`config.mk`:
```
export PLATFORM = sky130hd
export DESIGN_NAME = multichannel_distortion_core
export DESIGN_NICKNAME = d
export VERILOG_FILES = /design/src/rtl/multichannel_distortion_core.sv
export SDC_FILE = /design/constraint.sdc
export NUM_CORES = 1
export LEC_CHECK = 0
export ABC_AREA = 1
export CORE_MARGIN = 5
export CORE_UTILIZATION = 45
export DETAILED_ROUTE_END_ITERATION = 8
export SETUP_SLACK_MARGIN = 0.5
export SYNTH_ARGS = -nofsm -noshare
export SYNTH_HDL_FRONTEND = slang
export SYNTH_SLANG_ARGS = --single-unit
```
`constraint.sdc`:
```
create_clock -name CLOCK_50 -period 9.4 [get_ports CLOCK_50]
set_input_delay 1.88 -clock CLOCK_50 [delete_from_list [all_inputs] [get_ports CLOCK_50]]
set_output_delay 1.88 -clock CLOCK_50 [all_outputs]
set_load 0.02 [all_outputs]
```
`src/rtl/multichannel_distortion_core.sv`:
```
// multichannel_distortion_core
// Time-multiplexed NCH-channel distortion datapath (bypass / hard clip /
// soft clip / fuzz) with a linear crossfade on every mode change. One shared
// shaper evaluates the old and new mode per channel. A signed multiply-shift
// then blends the two results using the fade position k.
module multichannel_distortion_core #(
    parameter int W           = 16,
    parameter int NCH         = 2,
    parameter int XFADE_SHIFT = 6,
    parameter int HARD_THRESH = 8192,
    parameter int GAIN_SHIFT  = 2
) (
    input  logic             CLOCK_50,
    input  logic             reset_n,
    input  logic             in_valid,
    input  logic [NCH*W-1:0] in_data,
    input  logic [1:0]       mode_req,
    output logic             out_valid,
    output logic [NCH*W-1:0] out_data,
    output logic             busy,
    output logic [1:0]       mode_cur,
    output logic             fading,
    output logic             clip,
    output logic             overrun
);

    localparam int CH_W = (NCH > 1) ? $clog2(NCH) : 1;
    localparam int K_W  = XFADE_SHIFT + 1;
    localparam int FW   = W + GAIN_SHIFT;
    localparam int PW   = W + XFADE_SHIFT + 3;

    localparam logic [CH_W-1:0]     CH_LAST  = CH_W'(NCH - 1);
    localparam logic [K_W-1:0]      K_LAST   = K_W'((2 ** XFADE_SHIFT) - 1);
    localparam logic signed [W-1:0] S_MAX    = {1'b0, {(W-1){1'b1}}};
    localparam logic signed [W-1:0] S_MIN    = {1'b1, {(W-1){1'b0}}};
    localparam logic [W-1:0]        THR      = W'(HARD_THRESH);

    typedef enum logic [1:0] {IDLE, CALC, MIX, DONE} state_t;

    state_t                 state, state_nxt;
    logic [CH_W-1:0]        ch;
    logic [1:0]             cur_mode, tgt_mode, new_mode;
    logic [K_W-1:0]         k;
    logic                   clip_acc;
    logic                   start, calc_en, mix_en, done_en, drop;
    logic [NCH*W-1:0]       x_p0;
    logic signed [W-1:0]    x_ch;
    logic signed [W-1:0]    y_old_p1, y_new_p1;
    logic signed [W-1:0]    y_mix;

    // |x| with the most negative code folded onto the largest positive one
    function automatic logic [W-1:0] abs_sat(input logic signed [W-1:0] x);
        logic [W-1:0] r;
        if (x == S_MIN)
            r = S_MAX;
        else if (x[W-1])
            r = -x;
        else
            r = x;
        return r;
    endfunction

    // Fuzz pre-gain before saturation, kept wide so overflow is visible
    function automatic logic signed [FW-1:0] fuzz_wide(input logic signed [W-1:0] x);
        return FW'(x) <<< GAIN_SHIFT;
    endfunction

    // Fuzz gain saturated symmetrically to +/-S_MAX
    function automatic logic signed [W-1:0] fuzz_sat(input logic signed [W-1:0] x);
        logic signed [FW-1:0] fw;
        logic signed [W-1:0]  r;
        fw = fuzz_wide(x);
        if (fw > FW'(S_MAX))
            r = S_MAX;
        else if (fw < -(FW'(S_MAX)))
            r = -S_MAX;
        else
            r = fw[W-1:0];
        return r;
    endfunction

    // Transfer curve f(mode, x)
    function automatic logic signed [W-1:0] shape(input logic [1:0] m,
                                                  input logic signed [W-1:0] x);
        logic [W-1:0]        mag, om;
        logic signed [W-1:0] r;
        mag = abs_sat(x);
        om  = mag;
        if (m == 2'd1 && mag > THR)
            om = THR;
        else if (m == 2'd2 && mag > THR)
            om = THR + ((mag - THR) >> 2);
        case (m)
            2'd0:    r = x;
            2'd3:    r = fuzz_sat(x);
            default: r = x[W-1] ? -om : om;
        endcase
        return r;
    endfunction

    // True when f(mode, x) had to limit the sample
    function automatic logic limits(input logic [1:0] m, input logic signed [W-1:0] x);
        logic signed [FW-1:0] fw;
        logic                 r;
        fw = fuzz_wide(x);
        case (m)
            2'd1, 2'd2: r = (abs_sat(x) > THR);
            2'd3:       r = (fw > FW'(S_MAX)) || (fw < -(FW'(S_MAX)));
            default:    r = 1'b0;
        endcase
        return r;
    endfunction

    // y = a + floor((b - a) * k / 2^XFADE_SHIFT); result always lies between a and b
    function automatic logic signed [W-1:0] xfade_mix(input logic signed [W-1:0] a,
                                                      input logic signed [W-1:0] b,
                                                      input logic [K_W-1:0]      kk);
        logic signed [W:0]    d;
        logic signed [PW-1:0] prod, res;
        d    = {b[W-1], b} - {a[W-1], a};
        prod = PW'(d) * $signed(PW'(kk));
        res  = PW'(a) + (prod >>> XFADE_SHIFT);
        return res[W-1:0];
    endfunction

    assign mode_cur = cur_mode;
    assign new_mode = fading ? tgt_mode : cur_mode;
    assign x_ch     = x_p0[ch*W +: W];
    assign y_mix    = xfade_mix(y_old_p1, y_new_p1, k);

    // FSM state register
    always_ff @(posedge CLOCK_50) begin
        if (!reset_n)
            state <= IDLE;
        else
            state <= state_nxt;
    end

    // FSM next state: CALC/MIX alternate once per channel
    always_comb begin
        state_nxt = state;
        case (state)
            IDLE:    if (in_valid) state_nxt = CALC;
            CALC:    state_nxt = MIX;
            MIX:     state_nxt = (ch == CH_LAST) ? DONE : CALC;
            DONE:    state_nxt = IDLE;
            default: state_nxt = IDLE;
        endcase
    end

    // FSM output decode into datapath enables
    always_comb begin
        start   = (state == IDLE) && in_valid;
        calc_en = (state == CALC);
        mix_en  = (state == MIX);
        done_en = (state == DONE);
        drop    = in_valid && (state != IDLE);
    end

    // Control, fade bookkeeping and output registers
    always_ff @(posedge CLOCK_50) begin
        if (!reset_n) begin
            ch        <= '0;
            cur_mode  <= 2'd0;
            tgt_mode  <= 2'd0;
            k         <= '0;
            fading    <= 1'b0;
            busy      <= 1'b0;
            out_valid <= 1'b0;
            out_data  <= '0;
            clip      <= 1'b0;
            clip_acc  <= 1'b0;
            overrun   <= 1'b0;
        end else begin
            out_valid <= 1'b0;
            if (drop)
                overrun <= 1'b1;
            if (start) begin
                busy     <= 1'b1;
                ch       <= '0;
                clip_acc <= 1'b0;
                // a new fade starts at k=0, so this very frame is still the old mode
                if (!fading && mode_req != cur_mode) begin
                    tgt_mode <= mode_req;
                    k        <= '0;
                    fading   <= 1'b1;
                end
            end
            if (calc_en)
                clip_acc <= clip_acc | limits(new_mode, x_ch);
            if (mix_en) begin
                out_data[ch*W +: W] <= y_mix;
                if (ch != CH_LAST)
                    ch <= ch + 1'b1;
            end
            if (done_en) begin
                out_valid <= 1'b1;
                busy      <= 1'b0;
                clip      <= clip_acc;
                if (fading) begin
                    if (k == K_LAST) begin
                        cur_mode <= tgt_mode;
                        fading   <= 1'b0;
                        k        <= '0;
                    end else begin
                        k <= k + 1'b1;
                    end
                end
            end
        end
    end

    // Frame latch (p0) and per-channel old/new shaper results (p1); data only, FSM gates use
    always_ff @(posedge CLOCK_50) begin
        if (start)
            x_p0 <= in_data;
        if (calc_en) begin
            y_old_p1 <= shape(cur_mode, x_ch);
            y_new_p1 <= shape(new_mode, x_ch);
        end
    end

endmodule

```
==> metrics.txt, run 1 <==
synth unique cells 52; die height about 170 µm; RePlAce Congestion 0.901; Hold Crit Class reg2reg; slowest CP cell fa_1; Synth Area in Simple Gates 0.251; Setup crit end kind flip-flop; EDFF count, synth 64; multi-input combinational cell area between 7000 and 8000 µm²; post-route setup slack around 1.5 ns; Area Overhead vs Synth 12.8%; Seq/Total Area, Yosys 0.245; post-synth top area cell edfxtp_1; grt ovf 0; Synth Warn # 0; cts hold-fix bufs 0; Die X 174 µm; Slew @ Worst Pin 1.03 ns; floorplan row count 60; Worst EP required about 9.7 ns; R2R Path Start y_old_p1[0]; CP max FO 5; Final Skew roughly 0.016 ns; hold_ws ~0.45 ns; H-tree depth 4; number of max-cap violations 0; dpl hpwl about 26,000 µm; HP Start overrun; Max Fclk 127 MHz; antenna violations before repair 0; final core occ 0.510; status complete, no violations; post-CTS sizing 0; top_reg_cell synth edfxtp_1; Clock transition at path regs approximately 0.06 ns; CP Class reg2reg; crit path from y_old_p1[0]; clock root buffer clkbuf_16; Post-CTS Setup Repair Bufs 0; Synth Area in XOR/XNOR 0.0420; Compound-Gate Fraction of Synth Area 0.124; Finished Layout Cells 2,042; area of all sequential standard cells approximately 3000 µm²; vias in the first global route 10,200; slowest stage delay, CP 0.54 ns; Initial Utilization 0.452; setup-violating endpoint count in the final report 0; I/O pin count 76; Routed WL 33,000 µm; DRC 0; TritonCTS Buffers 17; Worst Path Arrival 8.20 ns; mux share of post-synthesis cell area 0; Total Die Area 30,300 µm²; routed len/inst approximately 16 µm; slew margin rel. 0.314; DR vias/cell around 5.2; initial drt markers 893; layout cell share with drive strength beyond 1 0.0576; first-pass GRT wire length between 50,000 and 60,000 µm; adder-cell area share of the yosys netlist 0.226; Post-Place Cells 2,010; setup TNS 0 ns; Startpoint Class flip-flop; FF-to-FF path depth 38; reg-to-reg critical path endpoint out_data[15]; Longest Clk Path Bufs 2; largest net degree at the start of global routing 64; FFs w/ async S/R, synth 0; PortBufs 75; Clock Latency Late Sink 0.42 ns; Peak VDD IR 0.000127 V; RSZ-0062 raised after global routing false; WHS Path Cells 2; PwrDens 127 nW/µm²; Hold Path Sink overrun; fillers 2,699; core area 26,700 µm²; Total Power between 1.5 and 2 mW; antenna-violating nets left 0; CTS tree done; syn_area_per_cell roughly 7.4 µm²; placed cell areas ~13,000 µm²; syn nets 1,850; Fin. Hold Viols 0; Nets 1,894; Period minus WS final roughly 8 ns; Setup WS pre-CTS roughly 1.4 ns; final worst-path cycle share 0.840; CTS sink cnt about 120; Syn Inst Count 1,644; Vias ~11,000; global-route usage over all layers 0.218; Post-Syn Area approximately 12,000 µm²; leakage ~6.6 nW; R2R setup slack ~1.5 ns; Seq cells post-synth between 100 and 150; n_diodes 0; TritonRoute pass-1 iters 5; top area cells in the synthesized netlist edfxtp_1 16%, fa_1 14%, nand2_1 11%; post-synth top area share 0.159; post-route cell area about 14,000 µm²; Worst path most repeated cell nand2_1; largest family of logic cells by synthesized area simple AND/OR/NAND/NOR gates; final max-slew violation count 0
## sequential cells by signal, indices dropped and copies added (netlist names), 2 cells and up
register	cells
x_p0	32
out_data	32
mode_cur	2
state	2
y_new_p1	16
tgt_mode	2
k	7
y_old_p1	16
## cell families after synthesis
family / Yosys count
AO/OA/AOI/OAI: 266
adder cells (fa/ha/maj): 169
XOR/XNOR: 58
AND/OR/NAND/NOR: 695
flip-flops: 116
buffers and inverters: 340
## layout make-up
class,instances,area share
multi-input cells,1188,0.572
flip-flops and latches,116,0.217
inverters,284,0.0781
repair buffers,81,0.0583
clock buffers,19,0.0333
well taps,341,0.0313
clock inverters,13,0.00990
## metal layers
layer / GRT usage / wire [µm] / vias up / share of wire
li1: - / - / 5373 / -
met1: 0.292 / 14900 / 5030 / 0.45
met2: 0.362 / 15500 / 263 / 0.47
met3: 0.0318 / 1470 / 53 / 0.045
met4: 0.0782 / 1140 / 0 / 0.035
met5: 0 / 0 / - / 0
## layout by cell type, fill, tap and decap left out, types with 4 or more instances in the layout
cell type / instances
nand2_1: 354
inv_1: 271
nor2_1: 158
nand3_1: 88
a21oi_1: 87
ha_1: 86
fa_1: 83
o21ai_0: 82
clkdlybuf4s50_1: 75
edfxtp_1: 64
dfxtp_1: 52
xor2_1: 38
nand4_1: 31
o22ai_1: 28
o21ai_1: 21
xnor2_1: 19
clkbuf_16: 18
nor2_2: 17
o21bai_1: 16
inv_2: 10
nand3_2: 10
nor3_1: 9
nand2_2: 7
inv_6: 7
buf_4: 6
a21o_1: 5
nand3b_1: 5
a31oi_1: 4
## synth_stat cells (all sizes together), types with 2 or more instances
library cell	instances
nor3	11
inv	281
clkbuf	37
edfxtp	64
or2	3
o31ai	2
nand3	101
a221oi	2
a31oi	4
dfxtp	52
a21oi	88
fa	83
ha	86
clkinv	3
nand4	32
o21bai	16
nor2	175
a21o	5
o21ai	106
o22ai	28
nand2	364
buf	19
a211oi	2
nand3b	5
xnor2	19
o21a	3
a22oi	3
xor2	39
## critical path, delay by kind of cell (launching register included)
kind | cells | cell delay [ns]
fa+ha+maj | 8 | 3.41
compound gates | 13 | 2.23
simple gates | 11 | 0.99
xor+xnor | 2 | 0.54
flops | 1 | 0.39
buf+inv | 4 | 0.21
## worst max path at each step
| stage | slack, ns | endpoint |
|---|---|---|
| 3_5_place_dp | 1.45 | out_data[15] |
| 5_1_grt | 0.63 | out_data[31] |
| 4_1_cts | 1.43 | out_data[15] |
| 3_3_place_gp | 1.66 | out_data[15] |
| 6_report | 1.50 | out_data[15] |
| 2_1_floorplan | 2.20 | out_data[15] |
## power breakdown
part	switching, mW	internal (mW)	leakage [nW]
clock	0.262	0.388	0.292
sequential	0.0130	0.572	1.03
combinational	0.345	0.151	5.32
Note: power is estimated with default switching activity, not from simulation.
==> run 2, diff against run 1 <==
clock period = 8 ns   (was 9.4 ns; I/O delays follow)
==> run 2 against run 1 <==
Net effect: count of clock-buffer cells in the layout shrank 1; critical path depth is the same; wire length grew 2.1%; setup slack lost 0.74 ns; via count grew 2.8%; clock power grew 12%; clock skew grew 0.00084 ns; combinational power grew 31%; worst hold slack lost 0.0021 ns; critical endpoint is now out_data[31]; largest cell class unchanged.
==> metrics.txt, run 2 (same netlist as run 1, synthesis figures left out) <==
PwrDens between 100 and 150 nW/µm²; final max-slew violation count 0; Reg power frac 0.334; CP max FO 7; cts hold-fix bufs 0; Nets 1,930; slowest CP cell fa_1; fraction of power spent switching nets 0.357; clock root buffer clkbuf_16; status complete, no violations; Total Die Area 30,300 µm²; antenna-violating nets left 0; internal power about 1.3 mW; RePlAce Congestion slightly above 0.9; routed len/inst between 15 and 20 µm; floorplan row count 60; Routed WL 33,700 µm; grt ovf 0; vias in the first global route 10,400; layout cell share with drive strength beyond 1 0.123; Setup crit end kind flip-flop; Initial Utilization 0.452; most frequent cells in the layout 344 x nand2_1, 258 x inv_1, 152 x nor2_1; Peak VDD IR 0.000130 V; final worst-path cycle share 0.905; Comb power frac 0.314; Worst path most repeated cell inv_1; first-pass GRT wire length between 50,000 and 60,000 µm; initial drt markers approximately 880; Final Skew 0.0166 ns; Worst EP required slightly above 8 ns; Die X about 170 µm; Longest Clk Path Bufs 2; TritonRoute pass-1 iters 5; hold_ws around 0.45 ns; leakage around 6.8 nW; DRC 0; Hold Crit Class reg2reg; Total Power roughly 2.1 mW; number of max-cap violations 0; Fin. Hold Viols 0; Slew @ Worst Pin 1.04 ns; core area roughly 27,000 µm²; Vias between 10,000 and 15,000; setup-violating endpoint count in the final report 0; RSZ-0062 raised after global routing true; CTS tree done; Area Overhead vs Synth 18.4%; Switch Pwr 0.737 mW; Startpoint Class flip-flop; Clock Latency Late Sink about 0.42 ns; slew margin rel. 0.307; Top Registers out_data (32), x_p0 (32); Clock Power Share 0.352; slowest stage delay, CP approximately 0.55 ns; fillers 2,592; Clock transition at path regs approximately 0.060 ns; largest net degree at the start of global routing 64; die height 174 µm; setup TNS 0 ns; Max Fclk around 140 MHz; antenna violations before repair 0; I/O pin count 76; TritonCTS Buffers 17; H-tree depth 4; most common cell after layout, fill and taps aside nand2_1; Period minus WS final just over 7 ns; CTS sink cnt around 120; n_diodes 0; global-route usage over all layers 0.218; CP Class reg2reg; PortBufs between 70 and 80; dpl hpwl 26,400 µm; Worst Path Arrival 7.54 ns; DR vias/cell ~5.3
==> run 2: cell types whose count changed in the layout (fill, tap and decap cells not counted), sizes merged <==
cell and delta:
buf +36, clkbuf -1, clkinvlp +2, inv -2
==> run 2: timing repair <==
item | in CTS | in global routing
setup buffers | 5 | 20
pin swaps | 5 | 63
endpoints found under the setup margin | 6 | 10
resized for setup | 11 | 86
==> run 2: per-stage QoR <==
step                      area [µm²]  std cells  setup WS, ns  utilization
final                          14300       2077         0.756        0.536
after global routing           14300       2077         0.327        0.536
after CTS                      13800       2057         0.512        0.515
after floorplan                12100       1644         0.800            -
after detailed placement       13100       2021         0.140        0.491
after global placement         13100       2021         0.374        0.491
==> run 2: worst max-delay path, delay by kind of cell (launching register included) <==
kind                       cells  cell delay [ns]
adders and majority gates      7             3.11
AOI/OAI and AO/OA             10             1.62
and+or+nand+nor               10             0.87
buffers and inverters          9             0.84
DFF                            1             0.37
xor gates and xnor gates       2             0.31
==> run 2: path summary, 6_finish.rpt <==
kind	startpoint	to	slack, ns	depth (start not counted)
worst max register to register	y_old_p1[7]	out_data[31]	0.76	38
worst min-delay path	overrun	overrun	0.45	2
worst min register to register	overrun	overrun	0.45	2
worst max-delay path	y_old_p1[7]	out_data[31]	0.76	38
==> run 2: per-layer routing <==
metal  up-vias  routed length [µm]  track usage
li1       5438                   -            -
met1      5225               15100        0.295
met2       302               16400        0.369
met3        50                1390       0.0252
met4         0                 790       0.0670
met5         -                   0            0
==> run 2: area by class of cell <==
class	count	area [µm²]	share of cell area
sequential	116	2960	0.207
clock inverter	13	123	0.00857
multi-input combinational	1188	8230	0.575
inverter	284	1070	0.0745
tap	341	427	0.0298
timing repair buffer	117	1070	0.0747
clock buffer	18	439	0.0307
==> run 2: power by group through the flow <==
stage | combinational [mW] | sequential [mW] | clock, mW
final | 0.650 | 0.690 | 0.728
after global routing | 0.712 | 0.693 | 0.769
after CTS | 0.592 | 0.690 | 0.739
after detailed placement | 0.577 | 0.702 | 0
after global placement | 0.574 | 0.701 | 0
after floorplan | 0.398 | 0.703 | 0
==> run 3, diff against run 2 <==
CORE_UTILIZATION = 62   (was 45)
PLACE_DENSITY = 0.83   (was unset)
==> run 3 against run 2 <==
Net effect: final area decreased by 0.24%; critical path depth grew 6; sequential share of layout area barely moved; fmax down 3.7%; final cell count shrank 3.5%; global-route usage grew 8.1 points; die area decreased by 26%; sequential cell count did not move; first-iteration DRC count rose by 11%; highest routed layer unchanged; critical path type unchanged.
==> metrics.txt, run 3 (same netlist as run 1, synthesis figures left out) <==
status complete, no violations; Peak VDD IR about 0.00016 V; crit path from y_new_p1[2]; R2R Path Start y_new_p1[2]; Total Die Area around 22,000 µm²; Clock Latency Late Sink between 0.4 and 0.5 ns; grt ovf 0; TritonCTS Buffers 17; I/O pin count 76; Critical Path End out_data[31]; final worst-path cycle share 0.940; Worst EP required about 8.3 ns; antenna-violating nets left 0; CTS sink cnt between 100 and 150; placed cell areas between 10,000 and 15,000 µm²; R2R setup slack ~0.48 ns; n_diodes 0; setup-violating endpoint count in the final report 0; Area Overhead vs Synth 18.1%; WHS Path Cells 2; Worst Path Arrival ~7.8 ns; Final Skew 0.0111 ns; Worst path most repeated cell nand2_1; Die X roughly 150 µm; cts hold-fix bufs 0; slowest CP cell fa_1; initial drt markers ~980; hold_ws 0.455 ns; PwrDens between 100 and 150 nW/µm²; Period minus WS final about 7.5 ns; Setup WS pre-CTS slightly above 0.1 ns; slowest stage delay, CP ~0.51 ns; first-pass GRT wire length approximately 53,000 µm; post-route setup slack 0.477 ns; layout cell share with drive strength beyond 1 0.130; Slew @ Worst Pin 1.02 ns; antenna violations before repair 0; dpl hpwl 25,800 µm; Startpoint Class flip-flop; RSZ-0062 raised after global routing false; largest net degree at the start of global routing 64; PortBufs between 70 and 80; CP max FO 4; Routed WL approximately 35,000 µm; Initial Utilization 0.625; H-tree depth 4; routed len/inst roughly 18 µm; vias in the first global route 10,700; Nets 1,933; global-route usage over all layers 0.299; fillers roughly 1,500; most common cell after layout, fill and taps aside nand2_1; setup TNS 0 ns; Max Fclk 133 MHz; most frequent cells in the layout 343 x nand2_1, 255 x inv_1, 151 x nor2_1; Top Registers out_data (32), x_p0 (32); Vias about 12,000; DRC 0; core area 19,300 µm²; die height approximately 150 µm; number of max-cap violations 0; reg-to-reg critical path endpoint out_data[31]; Fin. Hold Viols 0; RePlAce Congestion around 0.95; final max-slew violation count 0; Setup crit end kind flip-flop; clock root buffer clkbuf_16; leakage approximately 6.8 nW; Clock transition at path regs 0.06 ns; DR vias/cell 5.78; Longest Clk Path Bufs 2; floorplan row count slightly above 50; TritonRoute pass-1 iters 5; Hold Crit Class reg2reg; CP Class reg2reg; post-route cell area roughly 14,000 µm²; CTS tree done; Total Power about 2.1 mW; slew margin rel. 0.320; FF-to-FF path depth between 40 and 50
run 3: cell type report:
class,instances,area [µm²],area share
tap,265,332,0.0232
clock inverter,14,118,0.00824
inverter,284,1070,0.0747
multi-input combinational,1188,8280,0.580
sequential,116,2960,0.207
timing repair buffer,120,1090,0.0762
clock buffer,18,429,0.0301
run 3: repair_timing:
action                     CTS  global route
buffers inserted             7            27
setup endpoints to repair    8            10
pin swaps                    6            73
resized for setup           10            99
run 3: worst max-delay path, delay by kind of cell (launching register included):
family / cells / cell delay [ns]
AOI/OAI and AO/OA: 14 / 2.06
buffers and inverters: 5 / 0.28
DFF: 1 / 0.42
and+or+nand+nor: 17 / 1.71
xor gates and xnor gates: 1 / 0.07
adders and majority gates: 7 / 2.86
run 3: layer usage:
metal | track usage | vias to the layer above | part of all wire | routed length, µm
li1 | - | 5443 | - | -
met3 | 0.0400 | 111 | 0.062 | 2200
met1 | 0.387 | 5527 | 0.40 | 14200
met5 | 0 | - | 0 | 0
met2 | 0.511 | 514 | 0.49 | 17300
met4 | 0.116 | 0 | 0.047 | 1680
run 3: worst min path at each step:
stage                     startpoint      end  slack (ns)
final                        overrun  overrun        0.46
after global routing         overrun  overrun        0.50
after CTS                    overrun  overrun        0.46
after detailed placement     overrun  overrun        0.45
after global placement       overrun  overrun        0.44
after floorplan             clip_acc     clip        0.44
run 3: per-stage QoR:
step	utilization	instances
floorplan	-	1644
global placement	0.672	1939
detailed placement	0.672	1939
CTS	0.705	1978
global route	0.739	2005
finish	0.739	2005
run 3: power breakdown:
group | switching [mW] | internal [mW]
combinational | 0.443 | 0.225
sequential | 0.0170 | 0.672
clock | 0.302 | 0.405
